<file path="config.mk">
export PLATFORM = sky130hd
export DESIGN_NAME = irq_controller
export DESIGN_NICKNAME = d
export VERILOG_FILES = /design/src/rtl/irq_controller.sv
export SDC_FILE = /design/constraint.sdc
export NUM_CORES = 1
export LEC_CHECK = 0
export ABC_AREA = 1
export CORE_MARGIN = 2
export CORE_UTILIZATION = 32
export DETAILED_ROUTE_END_ITERATION = 10
export PLACE_DENSITY = 0.88
export RECOVER_POWER = 25
export REMOVE_ABC_BUFFERS = 1
export SLEW_MARGIN = 5
export SYNTH_ARGS = -nofsm -noshare
export SYNTH_HDL_FRONTEND = slang
export SYNTH_SLANG_ARGS = --single-unit
</file>
<file path="constraint.sdc">
create_clock -name CLOCK_50 -period 1.96 [get_ports CLOCK_50]
set_input_delay 0.392 -clock CLOCK_50 [delete_from_list [all_inputs] [get_ports CLOCK_50]]
set_output_delay 0.392 -clock CLOCK_50 [all_outputs]
set_load 0.01 [all_outputs]
</file>
<file path="src/rtl/irq_controller.sv">
// Multi-source interrupt controller with a CPU-bus register block.
// Each asynchronous source is synchronised, edge-detected and latched into
// PENDING. The lowest-index enabled pending source is presented on
// interrupt_vector (index+1, 0 = none) and held until the CPU acknowledges.
//
// Ports:
//   CLOCK_50          system clock
//   KEY0              asynchronous active-low reset
//   irq_src           raw asynchronous interrupt requests (active-high)
//   interrupt_vector  0 = none, k+1 = source k presented
//   interrupt_ack     CPU acknowledge level
//   bus_*             64-bit CPU bus (write strobe, read strobe, read data/done)
//
// Register map (offset from BASE_ADDR):
//   0x00 PENDING (read, write-1-to-clear)
//   0x08 ENABLE  (read/write)
//   0x10 ACTIVE  (read only, current interrupt_vector)
//   0x18 MODE    (read/write, only when IRQ_LEVEL_MODE_EN is defined; bit k = level source)
//
// Optional feature macro: IRQ_LEVEL_MODE_EN
module irq_controller #(
    parameter int unsigned NUM_SRC   = 4,
    parameter int unsigned VEC_W     = 4,
    parameter logic [63:0] BASE_ADDR = 64'h0000_0000_1000_0100
) (
    input  logic               CLOCK_50,
    input  logic               KEY0,
    input  logic [NUM_SRC-1:0] irq_src,
    output logic [VEC_W-1:0]   interrupt_vector,
    input  logic               interrupt_ack,
    input  logic [63:0]        bus_address,
    input  logic [63:0]        bus_write_data,
    input  logic               bus_write_enable,
    input  logic               bus_read_enable,
    output logic [63:0]        bus_read_data,
    output logic               bus_read_done
);

    localparam int unsigned IDX_W = (NUM_SRC > 1) ? $clog2(NUM_SRC) : 1;

    localparam logic [1:0] SLOT_PENDING = 2'd0;
    localparam logic [1:0] SLOT_ENABLE  = 2'd1;
    localparam logic [1:0] SLOT_ACTIVE  = 2'd2;
    localparam logic [1:0] SLOT_MODE    = 2'd3;

    typedef enum logic [1:0] {
        IDLE     = 2'd0,
        PRESENT  = 2'd1,
        ACK_WAIT = 2'd2
    } state_t;

    state_t             state_q;
    logic [NUM_SRC-1:0] sync1_q, sync2_q, prev_q;
    logic [NUM_SRC-1:0] pending_q, pending_d;
    logic [NUM_SRC-1:0] enable_q;
    logic [NUM_SRC-1:0] rise;
    logic [NUM_SRC-1:0] req;
    logic [NUM_SRC-1:0] mode_q;
    logic [IDX_W-1:0]   idx_q, win;
    logic [VEC_W-1:0]   vec_q;
    logic [63:0]        rd_data_q, rd_mux;
    logic               rd_done_q;
    logic               addr_hit, wr_hit, rd_hit, ack_clr;
    logic [1:0]         slot;
    logic               unused_bits;

    assign interrupt_vector = vec_q;
    assign bus_read_data    = rd_data_q;
    assign bus_read_done    = rd_done_q;

    // Register block decode: 32-byte window, 8-byte slots.
    assign addr_hit = (bus_address[63:5] == BASE_ADDR[63:5]);
    assign slot     = bus_address[4:3];
    assign wr_hit   = bus_write_enable & addr_hit;
    assign rd_hit   = bus_read_enable & addr_hit;

    assign unused_bits = ^{bus_write_data[63:NUM_SRC], bus_address[2:0]};

    // Synchroniser and edge-detect stages.
    always_ff @(posedge CLOCK_50 or negedge KEY0) begin
        if (!KEY0) begin
            sync1_q <= '0;
            sync2_q <= '0;
            prev_q  <= '0;
        end else begin
            sync1_q <= irq_src;
            sync2_q <= sync1_q;
            prev_q  <= sync2_q;
        end
    end

    assign rise    = sync2_q & ~prev_q;
    assign req     = pending_q & enable_q;
    assign ack_clr = (state_q == PRESENT) && interrupt_ack;

    // Pending update: clears first, then rises, so a same-cycle set always wins.
    always_comb begin
        pending_d = pending_q;
        if (wr_hit && slot == SLOT_PENDING) begin
            pending_d = pending_d & ~bus_write_data[NUM_SRC-1:0];
        end
        if (ack_clr) begin
            pending_d[idx_q] = 1'b0;
        end
        pending_d = pending_d | rise;
        for (int k = 0; k < int'(NUM_SRC); k++) begin
            if (mode_q[k]) begin
                pending_d[k] = sync2_q[k];
            end
        end
    end

    // Lowest index wins.
    always_comb begin
        win = '0;
        for (int k = int'(NUM_SRC) - 1; k >= 0; k--) begin
            if (req[k]) begin
                win = IDX_W'(k);
            end
        end
    end

    // Software-visible control registers.
    always_ff @(posedge CLOCK_50 or negedge KEY0) begin
        if (!KEY0) begin
            pending_q <= '0;
            enable_q  <= '0;
        end else begin
            pending_q <= pending_d;
            if (wr_hit && slot == SLOT_ENABLE) begin
                enable_q <= bus_write_data[NUM_SRC-1:0];
            end
        end
    end

`ifdef IRQ_LEVEL_MODE_EN
    always_ff @(posedge CLOCK_50 or negedge KEY0) begin
        if (!KEY0) begin
            mode_q <= '0;
        end else if (wr_hit && slot == SLOT_MODE) begin
            mode_q <= bus_write_data[NUM_SRC-1:0];
        end
    end
`else
    assign mode_q = '0;
`endif

    // Presentation FSM; the vector is frozen from PRESENT until ack is released.
    always_ff @(posedge CLOCK_50 or negedge KEY0) begin
        if (!KEY0) begin
            state_q <= IDLE;
            vec_q   <= '0;
            idx_q   <= '0;
        end else begin
            case (state_q)
                IDLE: begin
                    if (|req) begin
                        vec_q   <= VEC_W'(win) + VEC_W'(1);
                        idx_q   <= win;
                        state_q <= PRESENT;
                    end
                end
                PRESENT: begin
                    if (interrupt_ack) begin
                        vec_q   <= '0;
                        state_q <= ACK_WAIT;
                    end
                end
                ACK_WAIT: begin
                    if (!interrupt_ack) begin
                        state_q <= IDLE;
                    end
                end
                default: begin
                    state_q <= IDLE;
                    vec_q   <= '0;
                end
            endcase
        end
    end

    // Read data mux; unused and unimplemented slots read zero.
    always_comb begin
        rd_mux = '0;
        case (slot)
            SLOT_PENDING: rd_mux = 64'(pending_q);
            SLOT_ENABLE:  rd_mux = 64'(enable_q);
            SLOT_ACTIVE:  rd_mux = 64'(vec_q);
            SLOT_MODE:    rd_mux = 64'(mode_q);
            default:      rd_mux = '0;
        endcase
    end

    // Registered read response; data holds when not reading.
    always_ff @(posedge CLOCK_50 or negedge KEY0) begin
        if (!KEY0) begin
            rd_data_q <= '0;
            rd_done_q <= 1'b0;
        end else if (rd_hit) begin
            rd_data_q <= rd_mux;
            rd_done_q <= 1'b1;
        end else begin
            rd_done_q <= 1'b0;
        end
    end

endmodule

</file>
# Word level (Yosys, flattened, before mapping)

Index checks and enable logic that the tools add are counted.

Muxes and demuxes: 17
$add $sub $neg: 1
Equality and inequality tests: 9
Magnitude comparators: 2
Bitwise operators: 11
Reductions and logical operators: 10

Operators by type and width:

| kind                   | number |
|---|---|
| $pmux W64 S4           | 1 |
| $eq A59 B24 Y1 const B | 1 |
| $and A4 B4 Y4          | 4 |
| $mux W4                | 4 |
| $mux W2                | 7 |
| $not A4 Y4             | 3 |
| $pmux W4 S3            | 1 |
| $eq A2 B2 Y1 const B   | 3 |
| $ne A2 B2 Y1 const B   | 3 |
| $pmux W2 S3            | 1 |
| $reduce_and A3 Y1      | 2 |
| $eq A2 B1 Y1 const B   | 2 |
| $logic_and A1 B1 Y1    | 4 |
| $logic_not A2 Y1       | 2 |
| $or A4 B4 Y4           | 1 |
| $reduce_or A4 Y1       | 1 |
| $add A2 B1 Y3 const B  | 1 |
| $lt A2 B3 Y1 const B   | 1 |
| $and A1 B1 Y1          | 2 |
| $demux W1 S2           | 1 |
| $ge A2 B1 Y1 const B   | 1 |
| $mux W1                | 2 |
| $reduce_and A2 Y1      | 1 |
| $not A1 Y1             | 1 |

Word-level logic and storage cells: 60
Input bits: 137
Register bits after elaboration: 93

# Logic depth before layout (Yosys ltp)

Gate-level depths: netlist of run 1.

Depth after elaboration: 8
Gate-level depth with buffers: 11
Mapped depth without buffers: 11

# Worst setup path before layout of run 1

Ideal clock, no wire load.

Path type: input to register
Start: in bus_address[60]
End: reg pending_q[0]
Stages: 10
Setup slack: 0.628 ns
Library setup time: 0.116 ns
Arrival time: 1.215 ns
Data required time: 1.844 ns
Cell sequence: nor2_1 -> nand2_1 -> nor2_1 -> nand2_1 -> nor2_4 -> nand2_4 -> nor2_8 -> nand3_1 -> nand2_1 -> nand2_1

Longest elaborated chain between the ends: 7

RTL lines:

| what                    | RTL line | text |
|---|---|---|
| start: declaration      | 31       | `input logic [63:0] bus_address,` |
| $eq A59 B24 Y1 *        | 72       | `assign addr_hit = (bus_address[63:5] == BASE_ADDR[63:5]);` |
| $and A1 B1 Y1 *         | 74       | `assign wr_hit = bus_write_enable & addr_hit;` |
| $logic_and A1 B1 Y1 *   | 99       | `if (wr_hit && slot == SLOT_PENDING) begin` |
| $mux W4 *               | 99       |  |
| $and A4 B4 Y4 (no line) | --       |  |
| $mux W4 *               | 102      | `if (ack_clr) begin` |
| $or A4 B4 Y4 *          | 105      | `pending_d = pending_d \| rise;` |
| named net pending_d[0]  | 54       | `logic [NUM_SRC-1:0] pending_q, pending_d;` |
| end signal: assignment  | 129      | `pending_q <= pending_d;` |
| end: declaration        | 54       |  |

Mark *: on every way through the listed nets, which the timed path passes. The rest lies on a longest branch.
A chain may end at the register's enable or synchronous reset.

# Worst setup path in the final report of run 1

Start: reg vec_q[0], in the netlist interrupt_vector[0]
End: out interrupt_vector[0]

RTL lines:

| what                     | RTL line | text |
|---|---|---|
| start: declaration       | 60       | `logic [VEC_W-1:0] vec_q;` |
| start signal: assignment | 158      | `vec_q <= VEC_W'(win) + VEC_W'(1);` |
| end: declaration         | 29       | `output logic [VEC_W-1:0] interrupt_vector,` |

No word-level cell between the ends.

==> results of run 1 <==
[flip-flops by register name (all words and copies together), names as in the netlist]
name / count
sync2_q: 4
pending_q: 4
bus_read_done: 1
enable_q: 4
state_q: 2
idx_q: 2
bus_read_data: 4
sync1_q: 4
prev_q: 4
interrupt_vector: 3
[final timing paths]
kind / cells after the start / to / startpoint / slack, ns
max in group asynchronous: 2 / bus_read_data[2] / KEY0 / 0.79
min reg2reg: 0 / sync2_q[3] / sync1_q[3] / 0.35
min in group asynchronous: 2 / interrupt_vector[1] / KEY0 / 0.69
min: 0 / sync2_q[3] / sync1_q[3] / 0.35
max: 1 / interrupt_vector[0] / interrupt_vector[0] / 0.31
max reg2reg: 5 / interrupt_vector[0] / enable_q[2] / 0.40
[power breakdown]
part / leakage (nW) / internal (mW) / switching [mW]
Clock: 0.0552 / 0.376 / 0.237
Combinational: 0.947 / 0.139 / 0.112
Sequential: 0.398 / 0.673 / 0.00399
[stage by stage]
stage | setup WS [ns] | cells | power, mW
after floorplan | 0.6283 | 259 | 0.7701
after global placement | 0.08462 | 417 | 0.9371
after detailed placement | 0.006179 | 417 | 0.9418
after CTS | 0.3005 | 425 | 1.565
after global routing | 0.1840 | 425 | 1.615
final | 0.3069 | 425 | 1.542
[kinds of logic (layout without fill, tap and decap cells)]
group           after synthesis  in the layout
flops                        32             32
other cells                   1             61
simple gates                122            122
buf+inv                      82            112
fa+ha+maj                     1              1
compound gates               22             22
[layout by cell type (no fill, tap or decap)]
| master | Yosys | routed |
|---|---|---|
| a21oi_1 | 5 | 5 |
| a31o_2 | 1 | 1 |
| a31oi_1 | 4 | 4 |
| buf_4 | 61 | 1 |
| bufinv_16 | 0 | 1 |
| clkbuf_1 | 0 | 1 |
| clkbuf_2 | 0 | 1 |
| clkbuf_8 | 0 | 5 |
| clkdlybuf4s50_1 | 0 | 76 |
| clkinv_2 | 0 | 1 |
| conb_1 | 1 | 61 |
| dfrtp_1 | 32 | 32 |
| dlygate4sd3_1 | 0 | 5 |
| ha_1 | 1 | 1 |
| inv_1 | 20 | 20 |
| inv_2 | 1 | 1 |
| nand2_1 | 58 | 58 |
| nand2_4 | 2 | 2 |
| nand3_1 | 17 | 17 |
| nand3_2 | 1 | 1 |
| nor2_1 | 39 | 39 |
| nor2_2 | 1 | 1 |
| nor2_4 | 2 | 2 |
| nor2_8 | 1 | 1 |
| nor3_1 | 1 | 1 |
| o21ai_0 | 8 | 8 |
| o21ai_1 | 4 | 4 |
[cell type report]
class | count | area [um^2] | share of cell area, %
Clock buffer | 6 | 72.57 | 2.592
Clock inverter | 2 | 35.03 | 1.251
Inverter | 21 | 78.83 | 2.815
Multi-Input combinational cell | 206 | 895.9 | 31.99
Sequential cell | 32 | 800.8 | 28.60
Tap cell | 75 | 93.84 | 3.351
Timing Repair Buffer | 83 | 823.3 | 29.40
[routing by layer]
layer  vias to the layer above  share of wire (%)  global-route usage [%]
li1                        863                  -                       -
met4                         0                1.0                   4.918
met2                        79                 53                   23.02
met1                       749                 37                   12.58
met3                         3                9.2                   5.070
met5                         -                  0                       0
==> impl_metrics.toml, run 1 <==
[logic_synthesis]
yosys-top-cells-area = "dfrtp_1 40%, buf_4 23%, nand2_1 11%"
yosys_warnings = 0
seq_area_frac_synth_pct = 39.88
syn_inst = 260
ys.flop_type = "dfrtp_1"
yosysTopAreaCell = "dfrtp_1"
syn_area_um2 = 2008
synthTopCellsByCount = "61 x buf_4, 58 x nand2_1, 39 x nor2_1"
synth_fa_ha_area_share_pct = 0.6231
yosysUniqueCellTypes = 20
synth_xor_area_share_pct = 0
ys_ff_latch = 32
synth_edf_count = 0
synth.area.mux_share_pct = 0
syn_avg_cell_area_um2 = 7.724
synth_simple_gate_area_share_pct = 26.67
synth.top_cell.area_share_pct = 39.88
synth_top_family_by_area = "buffers and inverters"
yosysMostFrequentCell = "buf_4"
synthArstFlopShare_pct = 100.0
synth_compound_area_share_pct = 5.919

[route]
viasPerCell = 3.986
postRouteAntennaNets = 0
routed_wl_mm = 4.415
wl_per_cell_um = 10.39
drc_errors = 0
drtIter0Drc = 61
firstDrtPassIters = 4
vias = 1694

[critical_path]
path_cells = "clkdlybuf4s50_1"
end_kind = "output pin"
crit_buf_inv = 1
crit_family = "buffers and inverters"
required_ns = 1.57
crit_type = "register to output pin"
cp.arrival_ns = 1.26
slowest_delay_ns = 0.56
cp_max_fo = 3
cp_slowest_cell = "clkdlybuf4s50_1"
cp-start-kind = "register"

[power]
p_leak_nw = 1.401
vdd.ir_drop.worst_mv = 0.3530
powerDensity_nw_per_um2 = 550.5

[global_route]
grt_usage_pct = 12.55
grt_pass1_wl_mm = 7.079
antenna_found_initial = 0
grt_pass1_vias = 1649
grt_max_degree = 33
grt-ovfl-total = 0

[sta]
tightest_slew_ns = 0.7449
fin_worst_skew_ns = 0.006891
hold_viol = 0
clock.fmax_ghz = 0.6049
period_minus_slack_ns = 1.653
fin_hold_ws_ns = 0.3497
finalSetupViolations = 0
setup_tns_ns = 0
rsz0062_at_grt = "false"
slew_violations = 0
maxSlewHeadroom_pct = 50.34
fin_crit_sh_pct = 84.34

[layout]
drive_above_1_share_pct = 5.143
utilization_pct = 46.74
postLayoutCellArea_um2 = 2800
antenna_cells = 0
areaGrowthSynthToFinish_pct = 39.44
fin_nets = 487
fill_cells = 603

[run_status]
status = "complete, no violations"

[clock_network]
htree_levels = 2
clkTransAtPathRegs_ns = 0.06
cts_resized = 0
cts_root_buf = "clkbuf_8"
cts_buffers = 5
cts_setup_buffers = 0
clkLatencyLatePin_ns = 0.29
cts_hold_buf = 0
tritoncts = "yes"
clock_path_buffers = 2
clkSinkCount = 32

[floorplanning]
start_util_pct = 33.52
fp.dieW_um = 83.22
row_count = 28
pin_count = 206
die_y_um = 83.22
dieArea_um2 = 6926
core_um2 = 5991

[placed_design]
dpl.hpwl_mm = 3.756
gp_congestion = 0.8143
placed_area_um2 = 2695
portBuffers = 81

[flow_run]
max_cap_viol_count = 0

[worst_hold_path]
min_path_type = "register to register"
Power figures use the tool's default switching activity.
==> run 2, diff against run 1 <==
Settings changed: CORE_UTILIZATION 32 to 29, PLACE_DENSITY 0.88 to 0.81.
Clock period 1.96 ns to 1.6 ns, I/O delays scaled along.
==> run 2 against run 1 <==
Compared with the run above:
- register-to-register slack got worse by 0.14 ns
- combinational power grew 18%
- flip-flop and latch count unchanged
- critical path depth rose by 9
- critical endpoint is now enable_q[0]
- largest cell class is now buffers
- largest power group unchanged
==> impl_metrics.toml, run 2 (synthesis results as in run 1) <==
[run_status]
status = "complete, no violations"

[critical_path]
cp-start-kind = "input pin"
crit_type = "input pin to register"
rr_worst_depth = 7
reg2reg_slack_ns = 0.26
r2r-start = "enable_q[3]"
required_ns = 1.77
end_kind = "register"
path_cells = "clkdlybuf4s50_1 > nor3_2 > nand2_1 > nor2_4 > nand2_4 > nor2_8 > buf_6 > nand2_4 > nand2_2 > nand2_2"
slowest_delay_ns = 0.45
cp_slowest_cell = "clkdlybuf4s50_1"
cp.arrival_ns = 1.72
r2r_end = "interrupt_vector[1]"
cp_max_fo = 6

[floorplanning]
core_um2 = 6756
row_count = 30
die_y_um = 87.22
start_util_pct = 29.72
fp.dieW_um = 87.22
dieArea_um2 = 7606
pin_count = 206

[route]
drtIter0Drc = 64
vias = 1772
postRouteAntennaNets = 0
firstDrtPassIters = 4
wl_per_cell_um = 11.12
drc_errors = 0
viasPerCell = 4.055
routed_wl_mm = 4.859

[power]
powerDensity_nw_per_um2 = 622.7
p_total_mw = 1.886
vdd.ir_drop.worst_mv = 0.6818
p_leak_nw = 1.967

[placed_design]
portBuffers = 81
placed_area_um2 = 2724
dpl.hpwl_mm = 3.634
gp_congestion = 0.8384
place_ws_ns = -0.2309

[worst_hold_path]
hold_end = "sync2_q[1]"
min-delay-start = "sync1_q[1]"
min_path_type = "register to register"
hold_depth = 0

[clock_network]
tritoncts = "yes"
cts_hold_buf = 0
clock_path_buffers = 2
clkTransAtPathRegs_ns = 0.07
cts_root_buf = "clkbuf_8"
clkLatencyLatePin_ns = 0.29
cts_buffers = 5
htree_levels = 2
clkSinkCount = 32

[sta]
tightest_slew_ns = 0.7813
fin_crit_sh_pct = 96.74
period_minus_slack_ns = 1.548
hold_viol = 0
fin_ws_ns = 0.05210
slew_violations = 0
finalSetupViolations = 0
maxSlewHeadroom_pct = 47.91
fin_worst_skew_ns = 0.007952
clock.fmax_ghz = 0.6460
setup_tns_ns = 0

[global_route]
antenna_found_initial = 0
grt_max_degree = 33
grt_pass1_wl_mm = 6.492
grt_pass1_vias = 1604
grt-ovfl-total = 0
grt_usage_pct = 10.71

[layout]
drive_above_1_share_pct = 9.244
antenna_cells = 0
final_common_cell = "conb_1"
postLayoutCellArea_um2 = 3029
areaGrowthSynthToFinish_pct = 50.84
mostFrequentLayoutCells = "61 x conb_1, 57 x dlymetal6s2s_1, 55 x nand2_1"
fin_nets = 494

[flow_run]
max_cap_viol_count = 0
run 2: cell types whose count changed in the layout (fill, tap and decap cells not counted), moves of 3 or more:
| cell | change |
|---|---|
| nand2_2 | +3 |
| buf_4 | +6 |
| dlymetal6s2s_1 | +57 |
| nor2_1 | -3 |
| nor2_2 | +3 |
| clkdlybuf4s50_1 | -57 |
| nand2_1 | -3 |
run 2: worst max path at each step:
stage	slack, ns	to	cells after the start	startpoint
2_1_floorplan	0.33	interrupt_vector[0]	5	enable_q[2]
3_3_place_gp	-0.23	pending_q[0]	12	bus_address[28]
3_5_place_dp	-0.23	pending_q[0]	12	bus_address[8]
4_1_cts	0.03	interrupt_vector[0]	1	interrupt_vector[0]
5_1_grt	-0.04	enable_q[0]	10	bus_address[61]
6_report	0.05	enable_q[0]	10	bus_address[61]
run 2: final cells by class:
cell class              count  area [um^2]
clock buffers               5        68.82
clock inverters             3        42.54
fillers                   639         3727
inverters                  21        78.83
multi-input cells         206        915.9
flip-flops and latches     32        800.8
well taps                  80        100.1
repair buffers             90         1022
run 2: routing by layer:
| layer | up-vias | global-route usage, % | share of wire (%) |
|---|---|---|---|
| li1 | 880 | - | - |
| met1 | 808 | 9.662 | 33 |
| met2 | 80 | 22.28 | 56 |
| met3 | 4 | 3.697 | 10 |
| met4 | 0 | 2.378 | 0.64 |
| met5 | - | 0 | 0 |
run 2: critical path: cells and delay by family:
family / cells / cell delay, ns
and+or+nand+nor: 8 / 0.81
buffers and inverters: 2 / 0.58
run 2: repair_timing:
item | in CTS | in global routing
setup endpoints to repair | 0 | 12
setup buffers | 0 | 4
endpoints found under the hold margin | 0 | 0
resized for setup | 0 | 67
run 2: through the flow:
step / cells / hold WS [ns] / utilization [%]
2_1_floorplan: 259 / 0.02441 / -
3_3_place_gp: 425 / 0.3342 / 40.31
3_5_place_dp: 425 / 0.3364 / 40.31
4_1_cts: 433 / 0.3532 / 41.96
5_1_grt: 437 / 0.3625 / 44.83
6_report: 437 / 0.3487 / 44.83
run 2: report_power, final:
| group | total, mW | internal (mW) | switching, mW |
|---|---|---|---|
| sequential | 0.829 | 0.824 | 0.00489 |
| clock | 0.762 | 0.460 | 0.302 |
| combinational | 0.295 | 0.149 | 0.146 |
